===== src/rtl/fwd_hazard_unit.sv =====
// rtl/fwd_hazard_unit.sv - EXE operand forwarding selects and load-use stall with MEM/WB shadow pipeline
//
// Sits beside the ID/EX register and keeps shadow copies of the MEM and WB stage
// destination info (one and two cycles behind EXE).
//
// Parameters:
//   FWD_EN - 1: forward from MEM/WB, stall only on load-use.
//            0: selects fixed at regfile, stall on any RAW hit against EXE or MEM.
//   CNT_W  - width of the stall counter.
// Optional feature macro: STALL_CNT_EN (stall cycle counter; tied to 0 when undefined).
//
// Ports:
//   clk, rst_n                 - clock (rising edge), asynchronous active-low reset
//   mem_freeze                 - holds the shadow pipeline
//   exe_src1/exe_src2          - source indices of the EXE instruction
//   exe_wb_en/exe_mem_r_en     - EXE instruction writes regfile / is a load
//   exe_dest                   - EXE destination register
//   id_src1/id_src1_vld        - first source of the ID instruction and its valid
//   id_src2/id_two_src         - second source of the ID instruction and its valid
//   sel_src1/sel_src2          - EXE operand muxes: 00 regfile, 01 MEM, 10 WB
//   stall                      - freeze PC and IF/ID, flush ID/EX
//   stall_cnt                  - stall cycles counted

module fwd_hazard_unit #(
    parameter int FWD_EN = 1,
    parameter int CNT_W  = 16
) (
    input  logic             clk,
    input  logic             rst_n,
    input  logic             mem_freeze,
    input  logic [3:0]       exe_src1,
    input  logic [3:0]       exe_src2,
    input  logic             exe_wb_en,
    input  logic             exe_mem_r_en,
    input  logic [3:0]       exe_dest,
    input  logic [3:0]       id_src1,
    input  logic [3:0]       id_src2,
    input  logic             id_two_src,
    input  logic             id_src1_vld,
    output logic [1:0]       sel_src1,
    output logic [1:0]       sel_src2,
    output logic             stall,
    output logic [CNT_W-1:0] stall_cnt
);

    localparam logic [1:0] SEL_RF  = 2'b00;
    localparam logic [1:0] SEL_MEM = 2'b01;
    localparam logic [1:0] SEL_WB  = 2'b10;
    // The PC is read in ID, so R15 never takes part in hazard matching.
    localparam logic [3:0] REG_PC  = 4'd15;

    logic       mem_wb_en_q, mem_wb_en_d;
    logic       mem_rd_en_q, mem_rd_en_d;
    logic [3:0] mem_dest_q,  mem_dest_d;
    logic       wb_wb_en_q,  wb_wb_en_d;
    logic [3:0] wb_dest_q,   wb_dest_d;
    logic       stall_raw;

    function automatic logic [1:0] fwd_sel(
        input logic [3:0] src,
        input logic       m_wb,
        input logic       m_rd,
        input logic [3:0] m_dest,
        input logic       w_wb,
        input logic [3:0] w_dest
    );
        logic [1:0] sel;
        sel = SEL_RF;
        if (src != REG_PC) begin
            // A load in MEM has no data yet; the load-use stall makes sure it
            // is already in WB by the time its consumer reaches EXE.
            if (m_wb && !m_rd && m_dest == src) begin
                sel = SEL_MEM;
            end else if (w_wb && w_dest == src) begin
                sel = SEL_WB;
            end
        end
        return sel;
    endfunction

    function automatic logic id_reads(
        input logic [3:0] dest,
        input logic       s1_vld,
        input logic [3:0] s1,
        input logic       two,
        input logic [3:0] s2
    );
        return (dest != REG_PC) && ((s1_vld && s1 == dest) || (two && s2 == dest));
    endfunction

    always_comb begin
        mem_wb_en_d = mem_wb_en_q;
        mem_rd_en_d = mem_rd_en_q;
        mem_dest_d  = mem_dest_q;
        wb_wb_en_d  = wb_wb_en_q;
        wb_dest_d   = wb_dest_q;
        // The EXE instruction advances even while stalling; the bubble comes
        // in through the flushed ID/EX register one cycle later.
        if (!mem_freeze) begin
            mem_wb_en_d = exe_wb_en;
            mem_rd_en_d = exe_mem_r_en;
            mem_dest_d  = exe_dest;
            wb_wb_en_d  = mem_wb_en_q;
            wb_dest_d   = mem_dest_q;
        end
    end

    always_ff @(posedge clk or negedge rst_n) begin
        if (!rst_n) begin
            mem_wb_en_q <= 1'b0;
            mem_rd_en_q <= 1'b0;
            mem_dest_q  <= 4'd0;
            wb_wb_en_q  <= 1'b0;
            wb_dest_q   <= 4'd0;
        end else begin
            mem_wb_en_q <= mem_wb_en_d;
            mem_rd_en_q <= mem_rd_en_d;
            mem_dest_q  <= mem_dest_d;
            wb_wb_en_q  <= wb_wb_en_d;
            wb_dest_q   <= wb_dest_d;
        end
    end

    always_comb begin
        sel_src1  = SEL_RF;
        sel_src2  = SEL_RF;
        stall_raw = 1'b0;
        if (FWD_EN != 0) begin
            sel_src1  = fwd_sel(exe_src1, mem_wb_en_q, mem_rd_en_q, mem_dest_q,
                                wb_wb_en_q, wb_dest_q);
            sel_src2  = fwd_sel(exe_src2, mem_wb_en_q, mem_rd_en_q, mem_dest_q,
                                wb_wb_en_q, wb_dest_q);
            stall_raw = exe_wb_en && exe_mem_r_en &&
                        id_reads(exe_dest, id_src1_vld, id_src1, id_two_src, id_src2);
        end else begin
            // Without forwarding the consumer waits until the producer is in WB.
            stall_raw = (exe_wb_en &&
                         id_reads(exe_dest, id_src1_vld, id_src1, id_two_src, id_src2)) ||
                        (mem_wb_en_q &&
                         id_reads(mem_dest_q, id_src1_vld, id_src1, id_two_src, id_src2));
        end
    end

    // The stall term depends directly on inputs, so reset must mask it explicitly.
    assign stall = rst_n && stall_raw;

`ifdef STALL_CNT_EN
    logic [CNT_W-1:0] stall_cnt_q, stall_cnt_d;

    always_comb begin
        stall_cnt_d = stall_cnt_q;
        if (stall && !mem_freeze && stall_cnt_q != {CNT_W{1'b1}}) begin
            stall_cnt_d = stall_cnt_q + CNT_W'(1);
        end
    end

    always_ff @(posedge clk or negedge rst_n) begin
        if (!rst_n) begin
            stall_cnt_q <= '0;
        end else begin
            stall_cnt_q <= stall_cnt_d;
        end
    end

    assign stall_cnt = stall_cnt_q;
`else
    assign stall_cnt = '0;
`endif

endmodule


===== config.mk =====
export PLATFORM = sky130hd
export DESIGN_NAME = fwd_hazard_unit
export DESIGN_NICKNAME = d
export VERILOG_FILES = /design/src/rtl/fwd_hazard_unit.sv
export SDC_FILE = /design/constraint.sdc
export NUM_CORES = 1
export LEC_CHECK = 0
export BUFFER_PORTS_ARGS = -buffer_cell sky130_fd_sc_hd__clkbuf_2
export CELL_PAD_IN_SITES_DETAIL_PLACEMENT = 1
export CELL_PAD_IN_SITES_GLOBAL_PLACEMENT = 1
export CORE_MARGIN = 4
export CORE_UTILIZATION = 31
export CTS_CLUSTER_DIAMETER = 100
export DETAILED_ROUTE_END_ITERATION = 8
export PLACE_DENSITY_LB_ADDON = 0.3
export SLEW_MARGIN = 30
export SYNTH_ARGS = -nofsm -noshare
export SYNTH_HDL_FRONTEND = slang
export SYNTH_SLANG_ARGS = --single-unit

===== constraint.sdc =====
create_clock -name clk -period 1.28 [get_ports clk]
set_clock_uncertainty 0.05 [all_clocks]
set_input_delay 0.064 -clock clk [delete_from_list [all_inputs] [get_ports clk]]
set_output_delay 0.064 -clock clk [all_outputs]
set_load 0.01 [all_outputs]

**Yosys cells after proc, flatten, opt, wreduce, memory -nomap -nowiden**

Cells that the tools add are included.

- Bits in registers: 11
- Logic and storage cells: 33

- Equality and inequality tests: 9
- Mux-type cells: 6
- Reductions and logical operators: 13

Operators by type and width:

| operator | count |
|---|---|
| == test 4 bit | 6 |
| two-way mux 2 bit | 6 |
| inequality test 4 bit (second input constant) | 3 |
| logical AND 1 bit | 11 |
| zero test 1 bit | 1 |
| logical OR 1 bit | 1 |

**Logic depth before layout (Yosys ltp)**

Gate-level depths: netlist (run 1).

- Depth after elaboration: 6
- Gate-level depth with buffers: 4
- Depth with buffers taken out: 4

**Worst setup path before layout (run 1)**

OpenSTA, ideal clock, no wires.

- Path type: reg-to-output
- Start point: reg mem_dest_q[2]
- End point: out sel_src1[0]
- Arrival time: 1086 ps
- Setup slack: 80 ps
- Stages on the path, launching flop included: 5
- Path buffers: 0
- Cell sequence: dfrtp_1 xor2_1 nor3_1 nand3_1 a41oi_1

- Cells in the longest elaborated chain, start to end: 4

Ends and longest elaborated chain:

| what | RTL line | RTL |
|---|---|---|
| from (decl) | 54 | `logic [3:0] mem_dest_q, mem_dest_d;` |
| from (signal assigned) | 118 | `mem_dest_q <= mem_dest_d;` |
| == test 4 bit | 72 | `if (m_wb && !m_rd && m_dest == src) begin` |
| logical AND 1 bit | 72 |  |
| two-way mux 2 bit | 72 |  |
| two-way mux 2 bit | 69 | `if (src != REG_PC) begin` |
| to (decl) | 40 | `output logic [1:0] sel_src1,` |

Every way passes these cells.

**Worst setup path after layout (run 1)**

- Start point: reg mem_dest_q[2]
- End point: out sel_src1[1]

The elaborated chain is that of the path after synthesis.

==> flow_metrics.env, run 1 <==
export IMPL_die_width_um=60.8
export IMPL_final_common_cell="clkbuf_2"
export IMPL_gr_total_overflow=0
export IMPL_multi_input_area_um2=543
export IMPL_clk_pin_slew_ns=0.06
export IMPL_hold_class="input pin to flip-flop"
export IMPL_grt_pass1_vias=785
export IMPL_cts_made_buffers=3
export IMPL_synth_cell_area_um2=863
export IMPL_cts_max_level=1
export IMPL_clock_path_buffers=2
export IMPL_initial_core_util=0.336
export IMPL_critPathKind="flip-flop to output pin"
export IMPL_routed_wl_um=2080
export IMPL_cp_arrival_ns=1.45
export IMPL_nets=157
export IMPL_synth_xor_area_share=0.223
export IMPL_drc=0
export IMPL_status="finished with violations"
export IMPL_cts_tree="yes"
export IMPL_hold_start="exe_wb_en"
export IMPL_stdcell_count=159
export IMPL_clock_root_buffer="clkbuf_4"
export IMPL_netlist_top_cells_area="dfrtp_1, xor2_1, mux2_2, buf_4, xnor2_1"
export IMPL_period_needed_ns=1.56
export IMPL_drtAntennaViolNets=0
export IMPL_gp_congestion=0.764
export IMPL_ys_seq_area_frac=0.319
export IMPL_slowest_delay_ns=0.41
export IMPL_design_area_um2=1100
export IMPL_crit_path_top_delay_cell="dfrtp_1"
export IMPL_yosysUniqueCellTypes=17
export IMPL_synth_compound_area_frac=0.0377
export IMPL_ios=48
export IMPL_maxCapViolCount=0
export IMPL_powerDensity_nw_per_um2=876
export IMPL_setup_viol=4
export IMPL_antenna_found_initial=0
export IMPL_cp_startpoint="mem_dest_q[2]"
export IMPL_whs_ns=0.0217
export IMPL_post_route_worst_setup_slack_ns=-0.284
export IMPL_synth_top_cell_area_share=0.319
export IMPL_synthMuxAreaShare=0.143
export IMPL_power_w=0.000966
export IMPL_routedWlPerCell_um=13.1
export IMPL_layout_drive_gt1_share=0.426
export IMPL_ys_seq_elements=11
export IMPL_grt_usage=0.126
export IMPL_syn2layout_area_growth_pct=27.7
export IMPL_r2r_start="mem_dest_q[2]"
export IMPL_regArea_um2=275
export IMPL_path_cells="xor2_1, nor3_1, nand3_1, and3_1, clkbuf_2"
export IMPL_period_share=1.22
export IMPL_rows=18
export IMPL_synth_simple_area_share=0.128
export IMPL_leakage_nw=0.530
export IMPL_dpl_cell_count=153
export IMPL_max_vdd_ir_drop_uv=402
export IMPL_maxSlewViolCount=0
export IMPL_failed_checks="setup timing"
export IMPL_hpwl_um=1810
export IMPL_synth_adder_area_share=0
export IMPL_grt_pass1_wl_um=3430
export IMPL_yosys_area_top_type="dfrtp_1"
export IMPL_port_buffers=31
export IMPL_synth_avg_cell_area_um2=9.81
export IMPL_yosys_warnings=0
export IMPL_hold_viol_final=0
export IMPL_coreArea_um2=2570
export IMPL_worst_path_max_fanout=3
export IMPL_fp_dieH_um=60.8
export IMPL_rsz0062_at_grt="true"
export IMPL_crit_path_end_kind="output pin"
export IMPL_drt_iter0_drc=39
export IMPL_place_area_um2=1030
export IMPL_diodes=0
export IMPL_cts_sinks=11
export IMPL_crit_required_ns=1.17
export IMPL_final_cell_mix="clkbuf_2, xor2_1, conb_1"
export IMPL_cp_start_kind="flip-flop"
export IMPL_synthCells=88
export IMPL_grt_max_degree=12
export IMPL_vias=719
export IMPL_die_area_um2=3690
export IMPL_clk_latency_ns=0.26
export IMPL_first_pass_iters=3
export IMPL_max_clock_freq_mhz=639
export IMPL_fillers=323
export IMPL_synth_top_family_by_area="XOR/XNOR gates"
export IMPL_vias_per_cell=4.52
[cells by family (layout without fill, tap and decap cells)]
logic type / Yosys count / after routing
muxes: 11 / 11
and+or+nand+nor: 21 / 21
other: 1 / 16
DFF: 11 / 11
buffers and inverters: 17 / 43
AOI/OAI and AO/OA: 5 / 5
xor gates and xnor gates: 22 / 22
[sequential cells by signal, indices dropped and copies added (netlist names)]
| name | count |
|---|---|
| mem_dest_q | 4 |
| wb_dest_q | 4 |
| mem_rd_en_q | 1 |
| mem_wb_en_q | 1 |
| wb_wb_en_q | 1 |
[path summary, 6_finish.rpt]
kind | endpoint | slack (ns) | depth (start not counted)
worst max-delay path | sel_src1[1] | -0.28 | 5
worst min-delay path | mem_wb_en_q | 0.02 | 2
worst max register to register | mem_dest_q[2] | 0.30 | 2
worst min register to register | wb_wb_en_q | 0.47 | 1
max in group asynchronous | wb_dest_q[3] | 0.79 | 3
min in group asynchronous | mem_rd_en_q | 0.24 | 3
[timing repair]
item                       in CTS  in global routing
hold endpoints to repair       12                  0
setup endpoints to repair       4                  4
setup buffers                   0                  0
hold buffers                    2                  0
gates resized for setup         1                  5
cloned                          0                  0
pin swaps                       7                  4
[per-stage QoR]
stage	TNS [ns]	setup WS (ns)	utilization
2_1_floorplan	0	0.0797	-
3_5_place_dp	-0.0373	-0.0226	0.402
6_report	-1.10	-0.284	0.429
4_1_cts	-1.10	-0.292	0.423
3_3_place_gp	-0.00823	-0.00823	0.402
5_1_grt	-1.56	-0.419	0.429
[cell usage after synthesis]
cell type / count
a21oi_1: 1
a41oi_1: 2
and3_1: 1
and3_2: 1
buf_2: 1
buf_4: 16
conb_1: 1
dfrtp_1: 11
mux2_2: 11
nand2_1: 2
nand3_1: 8
nand4_1: 2
nor2b_1: 1
nor3_1: 6
o21ai_0: 2
xnor2_1: 6
xor2_1: 16
[critical path, delay by kind of cell, from the launching register on]
family / cells / cell delay, ns
XOR/XNOR: 1 / 0.15
buffers and inverters: 1 / 0.12
flip-flops: 1 / 0.41
AND/OR/NAND/NOR: 3 / 0.51
[power breakdown]
group	leakage (nW)	switching (W)	internal (W)
Sequential	0.129	0.0000432	0.000391
Clock	0.0150	0.000106	0.000120
Combinational	0.386	0.000147	0.000158
Total	0.530	0.000297	0.000669
[layer usage]
layer | track usage | vias to the layer above | share of wire
met5 | 0 | - | 0
met4 | 0.0557 | 0 | 0.018
met3 | 0.0255 | 4 | 0.096
met2 | 0.223 | 37 | 0.48
met1 | 0.146 | 322 | 0.40
li1 | - | 356 | -
[area by class of cell]
type / count / share of cell area
Sequential cell: 11 / 0.250
Timing Repair Buffer: 39 / 0.200
Clock buffer: 4 / 0.0238
Tap cell: 30 / 0.0341
Multi-Input combinational cell: 75 / 0.493
(Power assumes the default switching activity.)
==> run 2, diff against run 1 <==
--- a/config.mk
+++ b/config.mk
@@ -5,11 +5,12 @@
 export SDC_FILE = /design/constraint.sdc
 export NUM_CORES = 1
 export LEC_CHECK = 0
+export ABC_AREA = 1
 export BUFFER_PORTS_ARGS = -buffer_cell sky130_fd_sc_hd__clkbuf_2
 export CELL_PAD_IN_SITES_DETAIL_PLACEMENT = 1
 export CELL_PAD_IN_SITES_GLOBAL_PLACEMENT = 1
 export CORE_MARGIN = 4
-export CORE_UTILIZATION = 31
+export CORE_UTILIZATION = 30
 export CTS_CLUSTER_DIAMETER = 100
 export DETAILED_ROUTE_END_ITERATION = 8
 export PLACE_DENSITY_LB_ADDON = 0.3
==> flow_metrics.env, run 2 <==
export IMPL_p_comb_frac=0.341
export IMPL_grt_pass1_wl_um=4400
export IMPL_cts_tree="yes"
export IMPL_coreArea_um2=3100
export IMPL_largest_registers="mem_dest_q (4), wb_dest_q (4)"
export IMPL_multi_input_area_um2=608
export IMPL_die_width_um=65.6
export IMPL_leakage_nw=0.670
export IMPL_syn2layout_area_growth_pct=25.9
export IMPL_met1_length_um=1010
export IMPL_crit_required_ns=1.17
export IMPL_p_int_w=0.000645
export IMPL_grt_usage=0.132
export IMPL_maxCapViolCount=0
export IMPL_final_common_cell="nand2_1"
export IMPL_status="finished with violations"
export IMPL_nets=218
export IMPL_die_area_um2=4300
export IMPL_port_buffers=31
export IMPL_ios=48
export IMPL_synth_edff_count=0
export IMPL_antenna_found_initial=0
export IMPL_period_share=1.11
export IMPL_synth_cell_area_um2=995
export IMPL_clkPwrFrac=0.228
export IMPL_first_pass_iters=4
export IMPL_max_clock_freq_mhz=704
export IMPL_cp_startpoint="mem_wb_en_q"
export IMPL_ys_seq_area_frac=0.277
export IMPL_critPathKind="flip-flop to output pin"
export IMPL_async_flop_share=1.00
export IMPL_hpwl_um=2320
export IMPL_drt_iter0_drc=10
export IMPL_rsz0062_at_grt="true"
export IMPL_r2r_start="mem_dest_q[1]"
export IMPL_failed_checks="setup timing"
export IMPL_stdcell_count=234
export IMPL_hold_viol_final=0
export IMPL_crit_path_end_kind="output pin"
export IMPL_clk_latency_ns=0.26
export IMPL_design_area_um2=1250
export IMPL_cp_arrival_ns=1.31
export IMPL_cts_sinks=11
export IMPL_max_vdd_ir_drop_uv=238
export IMPL_synth_avg_cell_area_um2=6.59
export IMPL_synth_top_cell_area_share=0.277
export IMPL_grt_max_degree=14
export IMPL_powerDensity_nw_per_um2=788
export IMPL_yosys_warnings=0
export IMPL_gp_congestion=0.744
export IMPL_diodes=0
export IMPL_vias_per_cell=4.34
export IMPL_ys_flop_type="dfrtp_1"
export IMPL_drc=0
export IMPL_yosysMostFrequentCell="nand2_1"
export IMPL_maxSlewViolCount=0
export IMPL_fillers=450
export IMPL_routed_wl_um=2700
export IMPL_wl_met3_um=105
export IMPL_place_area_um2=1150
export IMPL_clock_path_buffers=2
export IMPL_final_core_util=0.404
export IMPL_ys_seq_elements=11
export IMPL_period_needed_ns=1.42
export IMPL_cp_start_kind="flip-flop"
export IMPL_routedWlPerCell_um=11.5
export IMPL_swShare=0.346
export IMPL_power_switching_w=0.000342
export IMPL_fp_dieH_um=65.6
export IMPL_initial_core_util=0.321
export IMPL_top_layer_used="met4"
export IMPL_regArea_um2=278
export IMPL_cts_max_level=1
export IMPL_synthCells=151
export IMPL_netlist_top_cells_area="dfrtp_1, nand2_1, buf_4, nor2_1, o21ai_0"
export IMPL_post_route_worst_setup_slack_ns=-0.141
export IMPL_vias=1016
export IMPL_grt_pass1_vias=1056
export IMPL_drtAntennaViolNets=0
export IMPL_yosys_area_top_type="dfrtp_1"
export IMPL_rows=20
export IMPL_clock_root_buffer="clkbuf_4"
export IMPL_layout_drive_gt1_share=0.368
export IMPL_wl_met2_um=1550
export IMPL_final_cell_mix="nand2_1, clkbuf_2, nor2_1"
export IMPL_clk_pin_slew_ns=0.07
export IMPL_cts_made_buffers=3
export IMPL_dpl_cell_count=225
export IMPL_hold_class="input pin to flip-flop"
export IMPL_worst_path_max_fanout=3
export IMPL_synthTopCellsByCount="nand2_1, nor2_1, buf_4, inv_1, o21ai_0"
export IMPL_yosysUniqueCellTypes=26
export IMPL_hold_start="exe_mem_r_en"
export IMPL_gr_total_overflow=0
export IMPL_seq_power_share=0.431
export IMPL_setup_viol=4
[run 2: cell types whose count changed in the layout (fill, tap and decap cells not counted), sizes merged, moves of 2 or more]
cell   before  now
nand2       2   39
nor2        0   23
xnor2       6    3
nand3       8    5
a41oi       2    0
xor2       16    3
nor3        6    4
mux2       11    2
inv         0   20
and3        2    0
o21ai       2   14
[run 2: path summary, 6_finish.rpt]
kind,to,slack [ns],depth (start not counted)
hold reg to reg,wb_wb_en_q,0.47,2
setup reg to reg,wb_dest_q[1],0.39,3
min in group asynchronous,mem_dest_q[1],0.21,3
max in group asynchronous,mem_dest_q[2],0.81,3
hold / removal,mem_rd_en_q,0.03,2
setup / recovery,sel_src2[1],-0.14,8
[run 2: cell families (layout without fill, tap and decap cells)]
group / after synthesis / in the layout / synth area share
compound gates: 18 / 18 / 0.0981
xor+xnor: 6 / 6 / 0.0528
buf+inv: 38 / 62 / 0.206
flops: 11 / 11 / 0.277
mux: 2 / 2 / 0.0226
other cells: 1 / 16 / 0.00377
simple gates: 75 / 75 / 0.340
[run 2: routing by layer]
metal | vias up | GRT usage
met3 | 2 | 0.0171
met1 | 468 | 0.129
li1 | 519 | -
met4 | 0 | 0.0544
met5 | - | 0
met2 | 27 | 0.272
[run 2: critical path, stage by stage (launching register included)]
cell and delay (ns):
dfrtp_1 0.36, inv_2 0.06, nor2_4 0.14, nand2_1 0.06, nor2_1 0.09, nand2_1 0.08, nor2_1 0.09, nor2_1 0.04
clkbuf_2 0.12
[run 2: metrics by stage]
stage	setup slack [ns]	setup TNS, ns	hold WS [ns]	power (W)
final	-0.141	-0.501	0.0280	0.000987
after global routing	-0.244	-0.936	0.0307	0.00107
after CTS	-0.142	-0.501	0.0225	0.000985
after detailed placement	0.102	0	-0.0426	0.000725
after global placement	0.129	0	-0.0419	0.000711
after floorplan	0.268	0	-0.282	0.000641
[run 2: power groups by stage]
stage | logic [W] | clock network (W) | registers [W]
finish | 0.000336 | 0.000225 | 0.000426
global route | 0.000384 | 0.000253 | 0.000431
CTS | 0.000328 | 0.000235 | 0.000422
detailed placement | 0.000297 | 0 | 0.000428
global placement | 0.000285 | 0 | 0.000427
floorplan | 0.000226 | 0 | 0.000415
[run 2: layout make-up]
cell class              instances  share of cell area
flip-flops and latches         11               0.222
inverters                      20              0.0599
repair buffers                 38               0.168
clock buffers                   4              0.0210
multi-input cells             117               0.486
well taps                      44              0.0440
[run 2: repair_timing]
item                                    CTS  global route
endpoints found under the setup margin    4             4
resized for setup                         6            13
hold buffers                              1             0
pin swaps                                 6             7
endpoints found under the hold margin    11             0
buffers inserted                          4             0
